[src/rtl/exception_vector_loader.sv]
// Exception sequencer: steers the address mux to the vector byte for the highest-priority
// request, waits MEM_LATENCY cycles for the read, then strobes the new PC and EPC for one cycle.
module exception_vector_loader #(
  parameter int unsigned MEM_LATENCY = 2
) (
  input  logic        clk,
  input  logic        reset,
  input  logic        exc_opcode,
  input  logic        exc_overflow,
  input  logic        exc_divzero,
  input  logic [31:0] pc_in,
  input  logic [31:0] mem_data_in,
  output logic [2:0]  iord_sel,
  output logic        busy,
  output logic        epc_load,
  output logic [31:0] epc_value,
  output logic        pc_load,
  output logic [31:0] pc_value,
  output logic [1:0]  cause
);

  typedef enum logic [1:0] {StIdle, StFetch, StCommit} state_t;

  localparam logic [2:0] LastCount = 3'(MEM_LATENCY - 1);

  state_t     state;
  logic [2:0] wait_cnt;
  logic       req_valid;
  logic [1:0] req_cause;
  logic [2:0] req_sel;

  // Only the vector byte is meaningful on the memory bus.
  logic unused_mem_bits;
  assign unused_mem_bits = ^mem_data_in[31:8];

  always_comb begin
    req_valid = exc_opcode | exc_overflow | exc_divzero;
    req_cause = 2'b00;
    req_sel   = 3'b000;
    if (exc_opcode) begin
      req_cause = 2'b01;
      req_sel   = 3'b010;
    end else if (exc_overflow) begin
      req_cause = 2'b10;
      req_sel   = 3'b011;
    end else if (exc_divzero) begin
      req_cause = 2'b11;
      req_sel   = 3'b100;
    end
  end

  always_ff @(posedge clk or posedge reset) begin
    if (reset) begin
      state     <= StIdle;
      wait_cnt  <= 3'd0;
      iord_sel  <= 3'b000;
      busy      <= 1'b0;
      epc_load  <= 1'b0;
      pc_load   <= 1'b0;
      epc_value <= 32'd0;
      pc_value  <= 32'd0;
      cause     <= 2'b00;
    end else begin
      unique case (state)
        StIdle: begin
          if (req_valid) begin
            cause     <= req_cause;
            iord_sel  <= req_sel;
            epc_value <= pc_in - 32'd4;
            wait_cnt  <= 3'd0;
            busy      <= 1'b1;
            state     <= StFetch;
          end
        end
        StFetch: begin
          // Address has been stable for MEM_LATENCY cycles on this edge.
          if (wait_cnt == LastCount) begin
            pc_value <= {24'd0, mem_data_in[7:0]};
            epc_load <= 1'b1;
            pc_load  <= 1'b1;
            iord_sel <= 3'b000;
            state    <= StCommit;
          end else begin
            wait_cnt <= wait_cnt + 3'd1;
          end
        end
        StCommit: begin
          epc_load <= 1'b0;
          pc_load  <= 1'b0;
          busy     <= 1'b0;
          state    <= StIdle;
        end
        default: state <= StIdle;
      endcase
    end
  end

endmodule

[config.mk]
export PLATFORM = sky130hd
export DESIGN_NAME = exception_vector_loader
export DESIGN_NICKNAME = d
export VERILOG_FILES = /design/src/rtl/exception_vector_loader.sv
export SDC_FILE = /design/constraint.sdc
export NUM_CORES = 1
export LEC_CHECK = 0
export ABC_AREA = 1
export BUFFER_PORTS_ARGS = -buffer_cell sky130_fd_sc_hd__buf_2
export CAP_MARGIN = 15
export CORE_MARGIN = 3
export CORE_UTILIZATION = 35
export CTS_BUF_LIST = sky130_fd_sc_hd__clkbuf_8
export CTS_CLUSTER_SIZE = 12
export DETAILED_ROUTE_END_ITERATION = 8
export REMOVE_ABC_BUFFERS = 1
export SLEW_MARGIN = 25
export SYNTH_ARGS = -nofsm -noshare
export SYNTH_HDL_FRONTEND = slang
export SYNTH_SLANG_ARGS = --single-unit
export TNS_END_PERCENT = 30
[constraint.sdc]
create_clock -name clk -period 1.9 [get_ports clk]
set_input_delay 0.38 -clock clk [delete_from_list [all_inputs] [get_ports clk]]
set_output_delay 0.38 -clock clk [all_outputs]
set_load 0.02 [all_outputs]
# Word level (Yosys, flattened, before mapping)
# Index checks and enable logic that the tools add are counted.
# W data, S select, Z words.
dict set report word_totals {
  ff_bits 52
  latchBits 0
  ram_bits 0
  rom_bits 0
  memories 0
}
dict set report classes {
  n_addsub 2
  n_mul 0
  n_div 0
  order_cmp 0
  eq_ne 6
  n_shift 0
  mux 19
  n_bitwise 2
  n_reduce_logical 11
}
# cell n
set ops {}
lappend ops {{$sub A32 B3 Y32 const B} 1}
lappend ops {{$mux W3} 7}
lappend ops {{$pmux W3 S2} 2}
lappend ops {{$mux W2} 5}
lappend ops {{$reduce_and A2 Y1} 5}
lappend ops {{$ne A2 B2 Y1 const B} 3}
lappend ops {{$reduce_and A3 Y1} 2}
lappend ops {{$reduce_bool A2 Y1} 3}
lappend ops {{$pmux W1 S2} 2}
lappend ops {{$pmux W2 S2} 1}
lappend ops {{$add A3 B1 Y3 const B} 1}
lappend ops {{$eq A3 B1 Y1 const B} 1}
lappend ops {{$eq A2 B1 Y1 const B} 1}
lappend ops {{$eq A2 B2 Y1 const B} 1}
lappend ops {{$logic_not A2 Y1} 1}
lappend ops {{$mux W1} 2}
lappend ops {{$or A1 B1 Y1} 2}

# Logic depth before layout (Yosys ltp)
# Gate-level depths: netlist (run 1).
dict set report logic_depth {
  word_depth 5
  ltp_mapped 10
  mapped_depth_nobuf 10
}

# Least setup slack after synthesis (run 1)
# OpenSTA, ideal clock, no wires.
dict set report synth_timing {
  kind {in2reg}
  from {input port pc_in[2]}
  to {register epc_value[28]}
  arrival_time_ps 1252
  t_required_ps 1783
  slack_ps 530
  stages 9
  cell_sequence {inv_1 > ha_1 > nand3_1 > nor2_2 > nand2_1 > clkinv_1 > nand3_1 > nand3_1 > nand2_1}
}
dict set report synth_via {
  elab_chain_len 1
}
# item line_no
set synth_rtl {}
lappend synth_rtl {{start, declared} 11} ;# input logic [31:0] pc_in,
lappend synth_rtl {{$sub A32 B3 Y32} 69} ;# epc_value <= pc_in - 32'd4;
lappend synth_rtl {{end signal, assigned} 69}
lappend synth_rtl {{end, declared} 16} ;# output logic [31:0] epc_value,
# No other way between the ends.
# A chain may end at the register's enable or synchronous reset.

# Final worst setup path (run 1)
dict set report layout_timing {
  from {register state[0]}
  to {register epc_value[17]}
}
dict set report layout_via {
  elab_chain_len 2
}
# item line_no
set layout_rtl {}
lappend layout_rtl {{start, declared} 26} ;# state_t state;
lappend layout_rtl {{start signal, assigned} 54} ;# state <= StIdle;
lappend layout_rtl {{start signal, assigned} 72} ;# state <= StFetch;
lappend layout_rtl {{start signal, assigned} 82} ;# state <= StCommit;
lappend layout_rtl {{$logic_not A2 Y1} 64} ;# unique case (state)
lappend layout_rtl {{$reduce_and A2 Y1 (no source line)} -}
# No other way between the ends.

==> impl_results.md, run 1 <==
* Outcome: complete, no violations
* Initial drt markers at 106
* Hold_buf cts at 0
* WP buf/inv at 1
* Port buffer count at 92
* Setup violations, final at 0
* Total Neg Setup Slack at 0 ns
* Slew headroom at between 60% and 70%
* Largest net degree at the start of global routing at 33
* CTS Buf Count at 5
* Die height at between 90 and 100 um
* Delay-heaviest family, CP: simple AND/OR/NAND/NOR gates
* CTS Buffer Depth at 2
* Reg2reg path depth at 5
* Ports at ~140
* Drt total wl at 7.47 mm
* Worst-path clk slew at ~0.1 ns
* Area growth from synthesis to layout at 19.4%
* Hold Crit Class: primary input to async pin
* DRC viols at 0
* Initial Utilization at approximately 37%
* Vias/cell at ~4.4
* Final Cycle Share at between 80 and 90%
* Top_reg_cell synth: dfrtp_1
* Core Util, Final at 43.8%
* Post-synth EDFFs at 0
* Fin crit period at between 1.5 and 2 ns
* Die Span X at roughly 100 um
* Synth Warn # at 0
* Leak at 1.98 nW
* Final Max Slew Viols at 0
* Vias in the first global route at between 2k and 3k
* Die Area at ~9900 sq um
* Worst EP arrival at between 1.5 and 2 ns
* Core Box Area at 8340 sq um
* Slowest stage delay, CP at ~0.45 ns
* Synthesized netlist cell count at 431
* DR pass1 iterations at 4
* Crit-path slowest cell: inv_2
* Synth top cells by count: nand2_1, nor2_1, dfrtp_1
* Top-count cell post-synth: nand2_1
* PD cells at between 1000 and 1500 nW/um^2
* Antenna violation net count after detailed routing at 0
* Post_cts resized at 0
* Async set-or-reset flop fraction in the synthesized netlist at 100%
* Setup WS post-layout at 0.311 ns
* Worst-Margin Slew at around 0.55 ns
* Req. time, crit path at 2.16 ns
* CP Depth at 5
* RSZ-0062 raised after global routing: no
* Worst-skew pair later-pin latency at a little over 0.3 ns
* Distinct cells, synth at 24
* Max-cap check violation count at 0
* Maximum vdd drop at about 0.44 mV
* Synth Register Bits at 52
* ANT cells at 0
* Via count at approximately 2.8k
* CTS Root Buffer Type: clkbuf_8
* Hold Fails Final Rpt at 0
* Setup Fix Bufs, Post-CTS at 0
* CP startpoint kind: flip-flop
* First-pass GRT wire length at roughly 13 mm
* Worst-path fanout max at 32
* Mapped Area at 3060 sq um
* Cell Chain, Critical Path: nor2_1, o21ai_4, inv_2, nand3_1, nand2_1
* Row Count at 33
* Tot GR Track Use at between 10% and 20%
* Wirelength per Cell at around 12 um
* Worst Skew at 0.0115 ns
* Post-synth top area share at ~43%
* Post-synth top area cell: dfrtp_1
* Synth top area cells: dfrtp_1, nand2_1, nor2_1
* H-tree Lvls at 2
* TritonCTS clock tree: done
* Sequential area share after synthesis at a little over two fifths
* Dpl ws at around 0.15 ns
* Layout cell share with drive strength beyond 1 at roughly 23%
* CTS Sinks at 52
* Nets at 597
* Peak Freq at 629 MHz
* Antenna violations before repair at 0
* CP endpoint kind: flip-flop
* Post-DP HPWL at between 6 and 7 mm
* GP Congestion at between 0.9 and 1
* Grt ovf at 0
* Critical path class: flip-flop to flip-flop
* Post-Syn Area per Cell at approximately 7.1 sq um
[stage by stage]
stage	power, mW	std cells	cell area [sq um]	hold slack (ns)
floorplan	3.64	421	2920	0.490
global placement	4.56	623	3560	0.437
detailed placement	4.60	623	3560	0.443
CTS	5.30	631	3650	0.0897
global route	5.69	631	3650	0.105
finish	5.20	631	3650	0.0845
[power breakdown]
group / switching (mW) / internal [mW] / leakage, nW
clock: 0.376 / 0.296 / 0.0434
sequential: 0.276 / 1.65 / 0.625
combinational: 1.76 / 0.839 / 1.32
total: 2.41 / 2.79 / 1.98
[cell usage in the layout, fill, tap and decap left out, drive strengths merged]
cell type	Yosys	final
ha	3	3
a31oi	4	4
xor2	4	4
dfrtp	52	52
o21ai	17	17
o21bai	5	5
nand4	6	6
conb	1	24
a21oi	14	14
inv	45	45
buf	32	97
clkinv	3	3
nand3	30	30
nand2	146	146
nor2	68	68
clkbuf	1	6
clkinvlp	0	2
[worst reg2reg max path, stage by stage (launching register included)]
cell and delay, ns:
dfrtp_1 0.42, nor2_1 0.22, o21ai_4 0.17, inv_2 0.45
nand3_1 0.20, nand2_1 0.09
[worst paths after layout]
check,startpoint,endpoint,slack (ns)
min in group clk,pc_in[0],epc_value[0]$_DFFE_PP0P_,0.26
setup / recovery,state[0]$_DFFE_PP0P_,epc_value[17]$_DFFE_PP0P_,0.31
hold / removal,reset,pc_value[1]$_DFFE_PP0P_,0.08
setup reg to reg,state[0]$_DFFE_PP0P_,epc_value[17]$_DFFE_PP0P_,0.31
hold reg to reg,epc_value[19]$_DFFE_PP0P_,epc_value[19]$_DFFE_PP0P_,0.48
max in group asynchronous,reset,epc_value[22]$_DFFE_PP0P_,1.26
[sequential cells by signal, summed over array words and instances, names as in the netlist]
register,cells
state,2
pc_load,1
cause,2
wait_cnt,3
epc_value,32
busy,1
pc_value,8
iord_sel,3
[area by class of cell]
cell class                 count  area (sq um)
clock buffer                   6          82.6
clock inverter                 2          15.0
fill                         913          4690
inverter                      48           180
multi-input combinational    321          1430
sequential                    52          1300
tap                          105           131
timing repair buffer          97           510
[kinds of logic after synthesis]
logic type / share of synthesized area, %
compound gates: 7.48
xor+xnor: 1.14
fa+ha+maj: 1.23
buf+inv: 13.5
other cells: 0.123
flops: 42.5
simple gates: 34.1
[routing by layer]
layer,vias to the layer above,GRT usage (%),wire [um],part of all wire (%)
li1,1477,-,-,-
met1,1230,21.5,3450,46
met2,69,26.5,3550,47
met3,5,3.09,395,5.3
met4,0,4.41,76,1.0
met5,-,0,0,0
Power figures use the tool's default switching activity.
==> inputs of run 2 (changes only) <==
==> constraint.sdc (replaced) <==
create_clock -name clk -period 1.5 [get_ports clk]
set_input_delay 0.3 -clock clk [delete_from_list [all_inputs] [get_ports clk]]
set_output_delay 0.3 -clock clk [all_outputs]
set_load 0.02 [all_outputs]
==> run 2 against run 1 <==
  * Design area grew 2.7%
  * Clock power rose by 44%
  * Register-to-register slack got worse by 0.12 ns
  * Via count rose by 3.0%
  * Sequential share of layout area decreased by 0.95 points
  * Cell count is 1.1% higher
  * Core utilization rose by 1.2 points
  * Critical endpoint is now wait_cnt[2]$_DFFE_PP0P_
  * Largest cell class unchanged
==> impl_results.md, run 2 (same netlist as run 1, synthesis figures left out) <==
* Req. time, crit path at about 1.7 ns
* Maximum vdd drop at approximately 0.57 mV
* Top Registers: epc_value x32, pc_value x8
* Largest Register: epc_value
* Die Span X at roughly 100 um
* Most frequent cells in the layout: nand2_1, buf_2, nor2_1
* Worst-path clk slew at roughly 0.1 ns
* GP Congestion at 0.915
* Worst r2r src: wait_cnt[1]$_DFFE_PP0P_
* Max reg flops at 32
* CTS Buf Count at 5
* DRC viols at 0
* Layout cell share with drive strength beyond 1 at between 20 and 25%
* Setup violations, final at 0
* Ports at roughly 140
* CP startpoint kind: flip-flop
* Initial Utilization at between 30% and 40%
* Vias in the first global route at between 2k and 3k
* Worst Skew at a little under 0.006 ns
* Post-Layout Cell Count at between 600 and 700
* Cell Chain, Critical Path: inv_1, ha_1, inv_1, o21ai_1, nand2_2, nand2_1, xor2_1, nor2_1
* Wirelength per Cell at approximately 12 um
* Hold path start: pc_in[1]
* Slowest stage delay, CP at roughly 0.39 ns
* Total Neg Setup Slack at 0 ns
* Largest net degree at the start of global routing at 34
* Hold Crit Class: primary input to flip-flop
* Tot GR Track Use at approximately 16%
* Peak Freq at between 700 and 800 MHz
* DR pass1 iterations at 4
* PD cells at about 1800 nW/um^2
* CTS Root Buffer Type: clkbuf_8
* Area growth from synthesis to layout at 22.7%
* Critical path class: flip-flop to flip-flop
* Post-DP HPWL at ~6.0 mm
* Die Area at a little under 10000 sq um
* TritonCTS clock tree: done
* Fin crit period at approximately 1.3 ns
* Critical Path Source: wait_cnt[1]$_DFFE_PP0P_
* Worst-path fanout max at 6
* Initial drt markers at 132
* Outcome: complete, no violations
* Crit-path slowest cell: dfrtp_1
* Commonest non-fill, non-tap cell in the layout: nand2_1
* Final Cycle Share at between 80% and 90%
* Grt ovf at 0
* Drt total wl at 7.60 mm
* First-pass GRT wire length at approximately 13 mm
* Core Box Area at approximately 8300 sq um
* Row Count at 33
* Via count at about 2.9k
* H-tree Lvls at 2
* Nets at roughly 600
* Placed insts at approximately 630
* Final Max Slew Viols at 0
* Antenna violations before repair at 0
* Most used cell, CP: inv_1
* CTS Sinks at 52
* Max-cap check violation count at 0
* Hold Fails Final Rpt at 0
* RSZ-0062 raised after global routing: no
* Post-DP Area at between 3000 and 4000 sq um
* Post-Layout Inst Area at 3750 sq um
* Antenna violation net count after detailed routing at 0
* Worst EP arrival at approximately 1.5 ns
* Worst-skew pair later-pin latency at just over 0.3 ns
* ANT cells at 0
* Final Power at slightly below 7 mW
* Die height at roughly 100 um
* Port buffer count at 92
* CTS Buffer Depth at 2
* CP endpoint kind: flip-flop
* Leak at 2.04 nW
* Vias/cell at around 4.5
==> run 2: worst max-delay path: cells and delay by family (launching register included) <==
family	cells	cell delay, ns
and+or+nand+nor	3	0.26
buffers and inverters	2	0.12
AOI/OAI and AO/OA	1	0.14
adders and majority gates	1	0.14
xor gates and xnor gates	1	0.16
DFF	1	0.39
==> run 2: final timing paths <==
path | end | slack [ns] | cells past startpoint
worst max-delay path | wait_cnt[2]$_DFFE_PP0P_ | 0.19 | 8
worst min-delay path | epc_value[1]$_DFFE_PP0P_ | 0.18 | 3
worst max register to register | wait_cnt[2]$_DFFE_PP0P_ | 0.19 | 8
worst min register to register | epc_value[26]$_DFFE_PP0P_ | 0.48 | 2
max in group asynchronous | epc_value[2]$_DFFE_PP0P_ | 0.48 | 4
min in group asynchronous | pc_value[7]$_DFFE_PP0P_ | 0.54 | 3
==> run 2: repair_timing <==
| item | in CTS | in global routing |
|---|---|---|
| endpoints found under the setup margin | 0 | 9 |
| buffers inserted | 0 | 0 |
| hold buffers | 1 | 0 |
| hold endpoints to repair | 9 | 0 |
| resized for setup | 0 | 3 |
==> run 2: metrics by stage <==
step	worst slack [ns]	util [%]	hold slack, ns
final	0.187	45.0	0.177
after global routing	0.0392	45.0	0.173
after CTS	0.0706	44.9	0.167
after detailed placement	-0.0594	43.5	0.332
after global placement	-0.0341	43.5	0.327
after floorplan	-0.194	-	0.410
==> run 2: where the power goes <==
group	switching, mW	internal (mW)	leakage (nW)	total [mW]
registers	0.353	2.09	0.625	2.44
logic	2.28	1.17	1.36	3.45
clock network	0.475	0.494	0.0541	0.969
==> run 2: cell type report <==
| class | instances | area [sq um] |
|---|---|---|
| multi-input combinational | 321 | 1440 |
| clock buffer | 5 | 68.8 |
| clock inverter | 3 | 42.5 |
| fill | 873 | 4590 |
| inverter | 48 | 184 |
| sequential | 52 | 1300 |
| timing repair buffer | 104 | 591 |
| tap | 105 | 131 |
==> run 2: routing by layer <==
layer	global-route usage [%]	wire length, um
met1	22.1	3600
met2	26.1	3530
met3	3.23	427
met4	2.94	34
met5	0	0
